### src/rtl/fir_pkg.sv
// Shared types and defaults for the FIR coefficient SRAM controller.
package fir_pkg;

    localparam int unsigned DATA_WIDTH_DEF = 16;
    localparam int unsigned TAP_NUM_DEF    = 33;
    localparam int unsigned ADDR_WIDTH_DEF = 6;

    function automatic int unsigned halfTapOf(input int unsigned tapNum);
        return (tapNum + 1) / 2;
    endfunction

    localparam int unsigned HALF_TAP = halfTapOf(TAP_NUM_DEF);

    typedef enum logic [2:0] {IDLE, WRITE, READ, DRAIN, DONE} firState_e;

endpackage

### src/rtl/fir_tap_seq.sv
// Tap read sequencer: issues addresses 1..iLastTap one per cycle and delays
// the issue strobe/address by one cycle to line up with the SRAM read data.
module fir_tap_seq #(
    parameter int unsigned ADDR_WIDTH = 6
) (
    input  logic                  iClk_12M,
    input  logic                  iRsn,
    input  logic                  iStart,
    input  logic [ADDR_WIDTH-1:0] iLastTap,
    output logic                  oRdIss,
    output logic [ADDR_WIDTH-1:0] oRdAddr,
    output logic                  oLast,
    output logic                  oTapVld,
    output logic [ADDR_WIDTH-1:0] oTapIdx
);

    logic                  rdIssQ;
    logic [ADDR_WIDTH-1:0] rdAddrQ;
    logic                  tapVldQ;
    logic [ADDR_WIDTH-1:0] tapIdxQ;

    always_ff @(posedge iClk_12M or negedge iRsn) begin
        if (!iRsn) begin
            rdIssQ  <= 1'b0;
            rdAddrQ <= '0;
            tapVldQ <= 1'b0;
            tapIdxQ <= '0;
        end else begin
            if (iStart) begin
                rdIssQ  <= 1'b1;
                rdAddrQ <= {{(ADDR_WIDTH-1){1'b0}}, 1'b1};
            end else if (rdIssQ) begin
                if (rdAddrQ == iLastTap) begin
                    rdIssQ <= 1'b0;
                end else begin
                    rdAddrQ <= rdAddrQ + 1'b1;
                end
            end
            // SRAM returns data one cycle after the address is issued.
            tapVldQ <= rdIssQ;
            tapIdxQ <= rdAddrQ;
        end
    end

    assign oRdIss  = rdIssQ;
    assign oRdAddr = rdAddrQ;
    assign oLast   = rdIssQ && (rdAddrQ == iLastTap);
    assign oTapVld = tapVldQ;
    assign oTapIdx = tapIdxQ;

endmodule

### src/rtl/fir_coef_sram_ctrl.sv
// Single-port coefficient SRAM arbiter: host writes vs per-sample tap sweeps.
// Define FIR_SYM_FOLD_EN to sweep/update only the first (TAP_NUM+1)/2 taps.
module fir_coef_sram_ctrl
    import fir_pkg::*;
#(
    parameter int unsigned DATA_WIDTH = DATA_WIDTH_DEF,
    parameter int unsigned TAP_NUM    = TAP_NUM_DEF,
    parameter int unsigned ADDR_WIDTH = ADDR_WIDTH_DEF
) (
    input  logic                  iClk_12M,
    input  logic                  iRsn,
    input  logic                  iEnSample,
    input  logic                  iUpdReq,
    input  logic [ADDR_WIDTH-1:0] iUpdAddr,
    input  logic [DATA_WIDTH-1:0] iUpdData,
    output logic                  oUpdAck,
    output logic                  oUpdErr,
    output logic                  oCsnRam,
    output logic                  oWrnRam,
    output logic [ADDR_WIDTH-1:0] oAddrRam,
    output logic [DATA_WIDTH-1:0] oWrDtRam,
    input  logic [DATA_WIDTH-1:0] iRdDtRam,
    output logic [DATA_WIDTH-1:0] oCoef,
    output logic                  oTapVld,
    output logic [ADDR_WIDTH-1:0] oTapIdx,
    output logic                  oMacClr,
    output logic                  oMacDone,
    output logic                  oBusy,
    output logic                  oOverrun
);

`ifdef FIR_SYM_FOLD_EN
    localparam int unsigned LAST_TAP = halfTapOf(TAP_NUM);
`else
    localparam int unsigned LAST_TAP = TAP_NUM;
`endif
    localparam logic [ADDR_WIDTH-1:0] LastTapA = ADDR_WIDTH'(LAST_TAP);

    firState_e             stateQ;
    logic                  updAckQ;
    logic                  updErrQ;
    logic                  wrCsQ;
    logic [ADDR_WIDTH-1:0] wrAddrQ;
    logic [DATA_WIDTH-1:0] wrDtQ;
    logic                  macClrQ;
    logic                  macDoneQ;
    logic                  busyQ;
    logic                  overrunQ;

    logic                  seqStart;
    logic                  seqIss;
    logic [ADDR_WIDTH-1:0] seqAddr;
    logic                  seqLast;
    logic                  updInRange;

    assign seqStart   = (stateQ == IDLE) && iEnSample;
    assign updInRange = (iUpdAddr != '0) && (iUpdAddr <= LastTapA);

    fir_tap_seq #(
        .ADDR_WIDTH (ADDR_WIDTH)
    ) uTapSeq (
        .iClk_12M (iClk_12M),
        .iRsn     (iRsn),
        .iStart   (seqStart),
        .iLastTap (LastTapA),
        .oRdIss   (seqIss),
        .oRdAddr  (seqAddr),
        .oLast    (seqLast),
        .oTapVld  (oTapVld),
        .oTapIdx  (oTapIdx)
    );

    always_ff @(posedge iClk_12M or negedge iRsn) begin
        if (!iRsn) begin
            stateQ   <= IDLE;
            updAckQ  <= 1'b0;
            updErrQ  <= 1'b0;
            wrCsQ    <= 1'b0;
            wrAddrQ  <= '0;
            wrDtQ    <= '0;
            macClrQ  <= 1'b0;
            macDoneQ <= 1'b0;
            busyQ    <= 1'b0;
            overrunQ <= 1'b0;
        end else begin
            updAckQ  <= 1'b0;
            updErrQ  <= 1'b0;
            wrCsQ    <= 1'b0;
            macClrQ  <= 1'b0;
            macDoneQ <= 1'b0;
            overrunQ <= iEnSample && (stateQ != IDLE);
            unique case (stateQ)
                IDLE: begin
                    // A sample strobe wins; a pending update waits for the next IDLE.
                    if (iEnSample) begin
                        stateQ  <= READ;
                        macClrQ <= 1'b1;
                        busyQ   <= 1'b1;
                    end else if (iUpdReq) begin
                        stateQ  <= WRITE;
                        busyQ   <= 1'b1;
                        updAckQ <= 1'b1;
                        updErrQ <= !updInRange;
                        wrCsQ   <= updInRange;
                        wrAddrQ <= iUpdAddr;
                        wrDtQ   <= iUpdData;
                    end
                end
                WRITE: begin
                    stateQ <= IDLE;
                    busyQ  <= 1'b0;
                end
                READ: begin
                    if (seqLast) begin
                        stateQ <= DRAIN;
                    end
                end
                DRAIN: begin
                    stateQ   <= DONE;
                    macDoneQ <= 1'b1;
                end
                DONE: begin
                    stateQ <= IDLE;
                    busyQ  <= 1'b0;
                end
                default: begin
                    stateQ <= IDLE;
                    busyQ  <= 1'b0;
                end
            endcase
        end
    end

    assign oUpdAck  = updAckQ;
    assign oUpdErr  = updErrQ;
    assign oCsnRam  = ~(wrCsQ | seqIss);
    assign oWrnRam  = ~wrCsQ;
    assign oAddrRam = wrCsQ ? wrAddrQ : seqAddr;
    assign oWrDtRam = wrDtQ;
    assign oCoef    = iRdDtRam;
    assign oMacClr  = macClrQ;
    assign oMacDone = macDoneQ;
    assign oBusy    = busyQ;
    assign oOverrun = overrunQ;

endmodule

### config.mk
export PLATFORM = sky130hd
export DESIGN_NAME = fir_coef_sram_ctrl
export DESIGN_NICKNAME = d
export VERILOG_FILES = /design/src/rtl/fir_pkg.sv /design/src/rtl/fir_tap_seq.sv /design/src/rtl/fir_coef_sram_ctrl.sv
export SDC_FILE = /design/constraint.sdc
export NUM_CORES = 1
export LEC_CHECK = 0
export ABC_AREA = 1
export BUFFER_PORTS_ARGS = -buffer_cell sky130_fd_sc_hd__buf_4
export CAP_MARGIN = 20
export CELL_PAD_IN_SITES_DETAIL_PLACEMENT = 0
export CELL_PAD_IN_SITES_GLOBAL_PLACEMENT = 1
export CORE_MARGIN = 10
export CORE_UTILIZATION = 33
export DETAILED_ROUTE_END_ITERATION = 8
export PLACE_DENSITY = 0.91
export SKIP_LAST_GASP = 1
export SLEW_MARGIN = 0
export SYNTH_ARGS = -nofsm -noshare
export SYNTH_HDL_FRONTEND = slang
export SYNTH_SLANG_ARGS = --single-unit
### constraint.sdc
create_clock -name iClk_12M -period 1.4 [get_ports iClk_12M]
set_input_delay 0.07 -clock iClk_12M [delete_from_list [all_inputs] [get_ports iClk_12M]]
set_output_delay 0.07 -clock iClk_12M [all_outputs]
set_load 0.005 [all_outputs]
==> summary.md, run 1 <==
| Metric | Value |
|---|---|
| Status | `finished clean` |
| Top layer in use | `met4` |
| Peak VDD IR | `0.8490 mV` |
| Iter 0 DRT Violations | `42` |
| Wirelength per Cell | `13.41 µm` |
| Hold Path Sink | `oBusy` |
| Worst Path Required | `1.33 ns` |
| DRT Wirelength | `4869 µm` |
| Total gr overflow | `0` |
| PD cells | `1931 nW/µm²` |
| Fin nets | `331` |
| Tot Pwr | `5.214 mW` |
| Placed cell areas | `2407 µm²` |
| FF-to-FF setup slack | `0.12 ns` |
| Leak | `1.436 nW` |
| Core footprint | `5886 µm²` |
| Die height | `97.47 µm` |
| # clock sinks | `46` |
| Vias in the first global route | `1754` |
| Initial Utilization | `0.3365` |
| Met3 wire len | `452 µm` |
| Worst-case clock buffer depth | `2` |
| Final Util | `0.4588` |
| Metal2 WL | `2342 µm` |
| Netlist cell types | `22` |
| WL met1 | `2006 µm` |
| Synth Instances | `217` |
| CTS root buf | `clkbuf_8` |
| Max frequency | `0.7740 GHz` |
| Slew @ Worst Pin | `0.5794 ns` |
| Fill cell count | `581` |
| Remaining DRCs | `0` |
| DR pass1 iterations | `4` |
| Worst path cell trace | `nand2_1, o21ai_0, buf_4` |
| Num rows | `28` |
| Worst setup startpoint | `wrCsQ` |
| Slowest cell on crit path | `dfrtp_1` |
| Via Count | `1578` |
| Max stage delay on crit path | `0.58 ns` |
| Sequential share of the synthesized area | `0.5812` |
| Critical hold path startpoint | `iUpdReq` |
| Share of post-route cells with drive strength above 1 | `0.2986` |
| Crit Path Max Fanout | `14` |
| Ant. Diodes | `0` |
| Crit path time final | `1.292 ns` |
| Buffers on Ports | `62` |
| # IOs | `95` |
| Post-Place Worst Slack | `0.09440 ns` |
| Flops & latches, synth | `46` |
| Synthesized area per cell | `9.127 µm²` |
| CTS HTree Levels | `2` |
| Vias per cell | `4.347` |
| R2R depth | `7` |
| Fin crit share | `0.9228` |
| Die width | `97.47 µm` |
| Setup violators final | `0` |
| Pin count of the biggest net entering global routing | `47` |
| CP Capture Type | `primary output` |
| Final setup margin | `0.1081 ns` |
| Slew Limit Fails | `0` |
| Critical R2R Launch | `stateQ[2]` |
| Worst EP arrival | `1.22 ns` |
| RSZ-0062 raised after global routing | `true` |
| Syn Std Cell Area | `1981 µm²` |
| CTS tree | `built` |
| R2r endpoint | `oWrDtRam[5]` |
| Maxcap violations | `0` |
| Routed Antenna Nets | `0` |
| Ys Warns | `0` |
| Clock Latency Late Sink | `0.29 ns` |
| Hold Crit Class | `in2reg` |
| Worst slew margin | `0.6137` |
| Startpoint types | `register` |
| Number of setup buffers added after CTS | `0` |
| Setup Skew | `0.004586 ns` |
| Final Hold Viols | `0` |
| Tot GR Track Use | `0.1038` |
| CTS Buf Count | `5` |
| Design area | `2700 µm²` |
| Clock slew at reported path FFs | `0.08 ns` |
| Critical path class | `reg2out` |
| Gp weighted congestion | `0.7965` |
| Initial antenna violation count | `0` |
| Detailed-placement wirelength estimate | `3455 µm` |
| Syn_nets | `261` |
| First-pass GRT wire length | `8293 µm` |
| DIE AREA | `9500 µm²` |
| Worst hold path cell count | `3` |
| Layout area overhead | `36.32%` |
where the power goes:
group | internal (mW) | total (mW) | switching [mW]
Sequential | 1.89 | 2.24 | 0.342
Combinational | 1.02 | 2.01 | 0.991
Clock | 0.526 | 0.972 | 0.446
Total | 3.44 | 5.21 | 1.78
critical path, delay by kind of cell (launching register included):
family	cells	cell delay, ns
DFF	1	0.58
buffers and inverters	1	0.15
AOI/OAI and AO/OA	1	0.11
and+or+nand+nor	1	0.10
stage by stage:
step	setup TNS [ns]	cells	hold slack [ns]
after floorplan	0	217	-0.2256
after global placement	0	337	0.1063
after detailed placement	0	337	0.1128
after CTS	0	363	0.01913
after global routing	-0.02384	363	0.04411
final	0	363	0.02306
placed cells by master (no fill, tap or decap):
master and count:
buf_4 66, dfrtp_1 46, o21ai_2 1, o21ai_0 18, nor2_1 8, inv_2 4, nor2_2 3, a21oi_1 2
inv_1 16, nor3_1 4, o21ai_1 1, ha_1 2, dlygate4sd3_1 18, clkbuf_8 5, xor2_1 2, clkinv_2 2
nand2_2 3, nand3_1 6, nand3_2 1, nand4_1 3, o211ai_1 1, bufinv_16 1, nand3b_1 1, nand2_1 74
cell type report:
cell class | instances | area, µm² | area share
multi-input combinational | 130 | 595.6 | 0.2206
timing repair buffer | 84 | 675.6 | 0.2502
inverter | 20 | 75.07 | 0.02780
clock inverter | 3 | 40.04 | 0.01483
clock buffer | 5 | 68.82 | 0.02549
sequential | 46 | 1151 | 0.4263
tap | 75 | 93.84 | 0.03475
sequential cells by signal, indices dropped and copies added (netlist names):
name,cells
oBusy,1
oMacClr,1
oMacDone,1
oOverrun,1
oUpdAck,1
oUpdErr,1
oWrDtRam,16
stateQ,3
uTapSeq.oRdAddr,6
uTapSeq.oRdIss,1
uTapSeq.oTapIdx,6
uTapSeq.oTapVld,1
wrAddrQ,6
wrCsQ,1
worst max-delay path by stage:
stage	endpoint	slack (ns)	cells after the start
floorplan	uTapSeq.oRdAddr[0]	0.20	7
global placement	uTapSeq.oRdAddr[1]	0.16	6
detailed placement	uTapSeq.oRdAddr[2]	0.09	6
CTS	uTapSeq.oRdAddr[2]	0.06	6
global route	uTapSeq.oRdAddr[1]	-0.02	5
finish	oAddrRam[5]	0.11	3
logic make-up (layout without fill, tap and decap cells):
kind of cell             count (synthesis)  after routing  share of synthesized area
AND/OR/NAND/NOR                        103            103                     0.2179
flip-flops                              46             46                     0.5812
buffers and inverters                   41            112                     0.1200
AO/OA/AOI/OAI                           23             23                    0.05938
adder cells (fa/ha/maj)                  2              2                    0.01263
XOR/XNOR                                 2              2                   0.008846
layer usage:
layer / vias up / track usage
met5: - / 0
met4: 0 / 0.03915
met3: 9 / 0.05050
met2: 61 / 0.1727
met1: 712 / 0.1108
li1: 796 / -
synthesized netlist by cell type:
cell type	n	share of area
xor2_1	2	0.0088
a21oi_1	2	0.0051
clkbuf_1	1	0.0019
inv_2	4	0.0076
inv_1	16	0.030
o21ai_0	19	0.048
nand2_2	3	0.0095
o21ai_1	1	0.0025
dfrtp_1	46	0.58
nand4_1	3	0.0095
nand3_2	1	0.0051
nor2_1	8	0.015
nor3_1	4	0.010
o211ai_1	1	0.0038
ha_1	2	0.013
buf_6	3	0.017
nor2_2	3	0.0095
nand3b_1	1	0.0038
buf_2	1	0.0025
nand2_1	74	0.14
nand3_1	6	0.015
buf_4	16	0.061
what timing repair did:
item | 4_1_cts | 5_1_grt
endpoints found under the hold margin | 63 | 0
setup endpoints to repair | 0 | 5
hold buffers | 18 | 0
gates resized for setup | 0 | 2
Power figures use the tool's default switching activity.
==> run 2: changes to the inputs <==
==> constraint.sdc (replaced) <==
create_clock -name iClk_12M -period 1.4 [get_ports iClk_12M]
set_input_delay 0.28 -clock iClk_12M [delete_from_list [all_inputs] [get_ports iClk_12M]]
set_output_delay 0.28 -clock iClk_12M [all_outputs]
set_load 0.005 [all_outputs]
==> summary.md, run 2 (synthesis gave the netlist of run 1 again) <==
| Metric | Value |
|---|---|
| Top layer in use | `met4` |
| Startpoint types | `register` |
| Most frequent cells in the layout | `nand2_1, buf_4, dfrtp_1` |
| Fin nets | `316` |
| Die height | `97.47 µm` |
| First-pass GRT wire length | `7914 µm` |
| Maxcap violations | `0` |
| Remaining DRCs | `0` |
| Final Util | `0.4407` |
| Hold Crit Class | `in2reg` |
| Critical path class | `reg2out` |
| Vias per cell | `4.477` |
| CTS tree | `built` |
| Wirelength per Cell | `13.55 µm` |
| Total gr overflow | `0` |
| Slew @ Worst Pin | `0.5631 ns` |
| Initial antenna violation count | `0` |
| Status | `finished, violations left` |
| Iter 0 DRT Violations | `38` |
| Most common cell after layout, fill and taps aside | `nand2_1` |
| Placed cell areas | `2400 µm²` |
| Metal2 WL | `2180 µm` |
| Initial Utilization | `0.3365` |
| Layout area overhead | `30.95%` |
| CTS HTree Levels | `2` |
| Largest register FFs | `16` |
| DIE AREA | `9500 µm²` |
| Share of post-route cells with drive strength above 1 | `0.3846` |
| Critical hold path startpoint | `iUpdData[9]` |
| Worst path cell trace | `buf_8, o21ai_2, buf_4` |
| Tot Pwr | `5.130 mW` |
| Via Count | `1558` |
| Tot GR Track Use | `0.1003` |
| Slowest cell on crit path | `dfrtp_2` |
| Max frequency | `0.7060 GHz` |
| # IOs | `95` |
| Final setup margin | `-0.01646 ns` |
| Fill cell count | `583` |
| Worst Path Required | `1.12 ns` |
| CTS Buf Count | `5` |
| DR pass1 iterations | `4` |
| Worst EP arrival | `1.14 ns` |
| Leak | `1.381 nW` |
| Buffers on Ports | `62` |
| CP Capture Type | `primary output` |
| Setup violators final | `4` |
| RSZ-0062 raised after global routing | `true` |
| Core footprint | `5886 µm²` |
| Die width | `97.47 µm` |
| Detailed-placement wirelength estimate | `3449 µm` |
| Slew Limit Fails | `0` |
| Clock Latency Late Sink | `0.30 ns` |
| Max stage delay on crit path | `0.43 ns` |
| Vias in the first global route | `1688` |
| Critical R2R Launch | `uTapSeq.oRdAddr[1]` |
| Clock slew at reported path FFs | `0.09 ns` |
| Pin count of the biggest net entering global routing | `47` |
| Crit Path Max Fanout | `7` |
| WL met1 | `1806 µm` |
| Failing checks | `setup timing` |
| Worst-case clock buffer depth | `2` |
| Fin crit share | `1.012` |
| Final Hold Viols | `0` |
| Design area | `2594 µm²` |
| PD cells | `1978 nW/µm²` |
| Gp weighted congestion | `0.8170` |
| Num rows | `28` |
| Setup TNS Final | `-0.03851 ns` |
| CTS root buf | `clkbuf_8` |
| # clock sinks | `46` |
| Worst slew margin | `0.6246` |
| Peak VDD IR | `1.158 mV` |
| Crit path time final | `1.416 ns` |
| Ant. Diodes | `0` |
| DRT Wirelength | `4715 µm` |
| Setup Skew | `0.009898 ns` |
| Routed Antenna Nets | `0` |
| Worst setup startpoint | `wrCsQ` |
| Met3 wire len | `654 µm` |
==> run 2: power breakdown <==
part | total (mW) | leakage, nW | switching [mW] | internal [mW]
Clock | 0.810 | 0.0452 | 0.457 | 0.353
Sequential | 2.25 | 0.580 | 0.349 | 1.90
Combinational | 2.07 | 0.755 | 1.03 | 1.05
Total | 5.13 | 1.38 | 1.83 | 3.30
==> run 2: layout make-up <==
type | instances | area (µm²) | share of cell area
clock buffer | 6 | 72.57 | 0.02798
clock inverter | 2 | 13.76 | 0.005306
inverter | 20 | 77.57 | 0.02991
multi-input combinational | 130 | 650.6 | 0.2508
sequential | 46 | 1154 | 0.4448
tap | 75 | 93.84 | 0.03618
timing repair buffer | 69 | 531.8 | 0.2050
==> run 2: routing by layer <==
metal	vias to the layer above	GRT usage
li1	766	-
met2	69	0.1553
met3	9	0.06828
met4	0	0.04362
met5	-	0
met1	714	0.1030
==> run 2: what timing repair did <==
action,4_1_cts,5_1_grt
setup endpoints to repair,6,23
resized for setup,19,14
hold endpoints to repair,34,0
pin swaps,5,2
hold buffers,1,0
buffers inserted,3,0
==> run 2: path summary, 6_finish.rpt <==
check	endpoint	slack [ns]	cells past startpoint
setup / recovery	oAddrRam[5]	-0.02	3
hold / removal	oWrDtRam[9]	0.16	3
setup reg to reg	uTapSeq.oRdAddr[3]	0.08	6
hold reg to reg	uTapSeq.oTapIdx[4]	0.40	0
max in group asynchronous	wrCsQ	0.47	2
min in group asynchronous	oOverrun	0.51	2
==> run 2: worst max-delay path, delay by kind of cell (launching register included) <==
kind	cells	cell delay [ns]
buffers and inverters	2	0.28
DFF	1	0.43
AOI/OAI and AO/OA	1	0.13
==> run 2: per-stage QoR <==
step	hold WS (ns)	setup slack, ns	std cells
2_1_floorplan	-0.01559	0.2034	217
3_3_place_gp	0.3190	0.1396	336
3_5_place_dp	0.3218	0.03457	336
4_1_cts	0.1594	-0.01191	348
5_1_grt	0.1675	-0.07017	348
6_report	0.1635	-0.01646	348
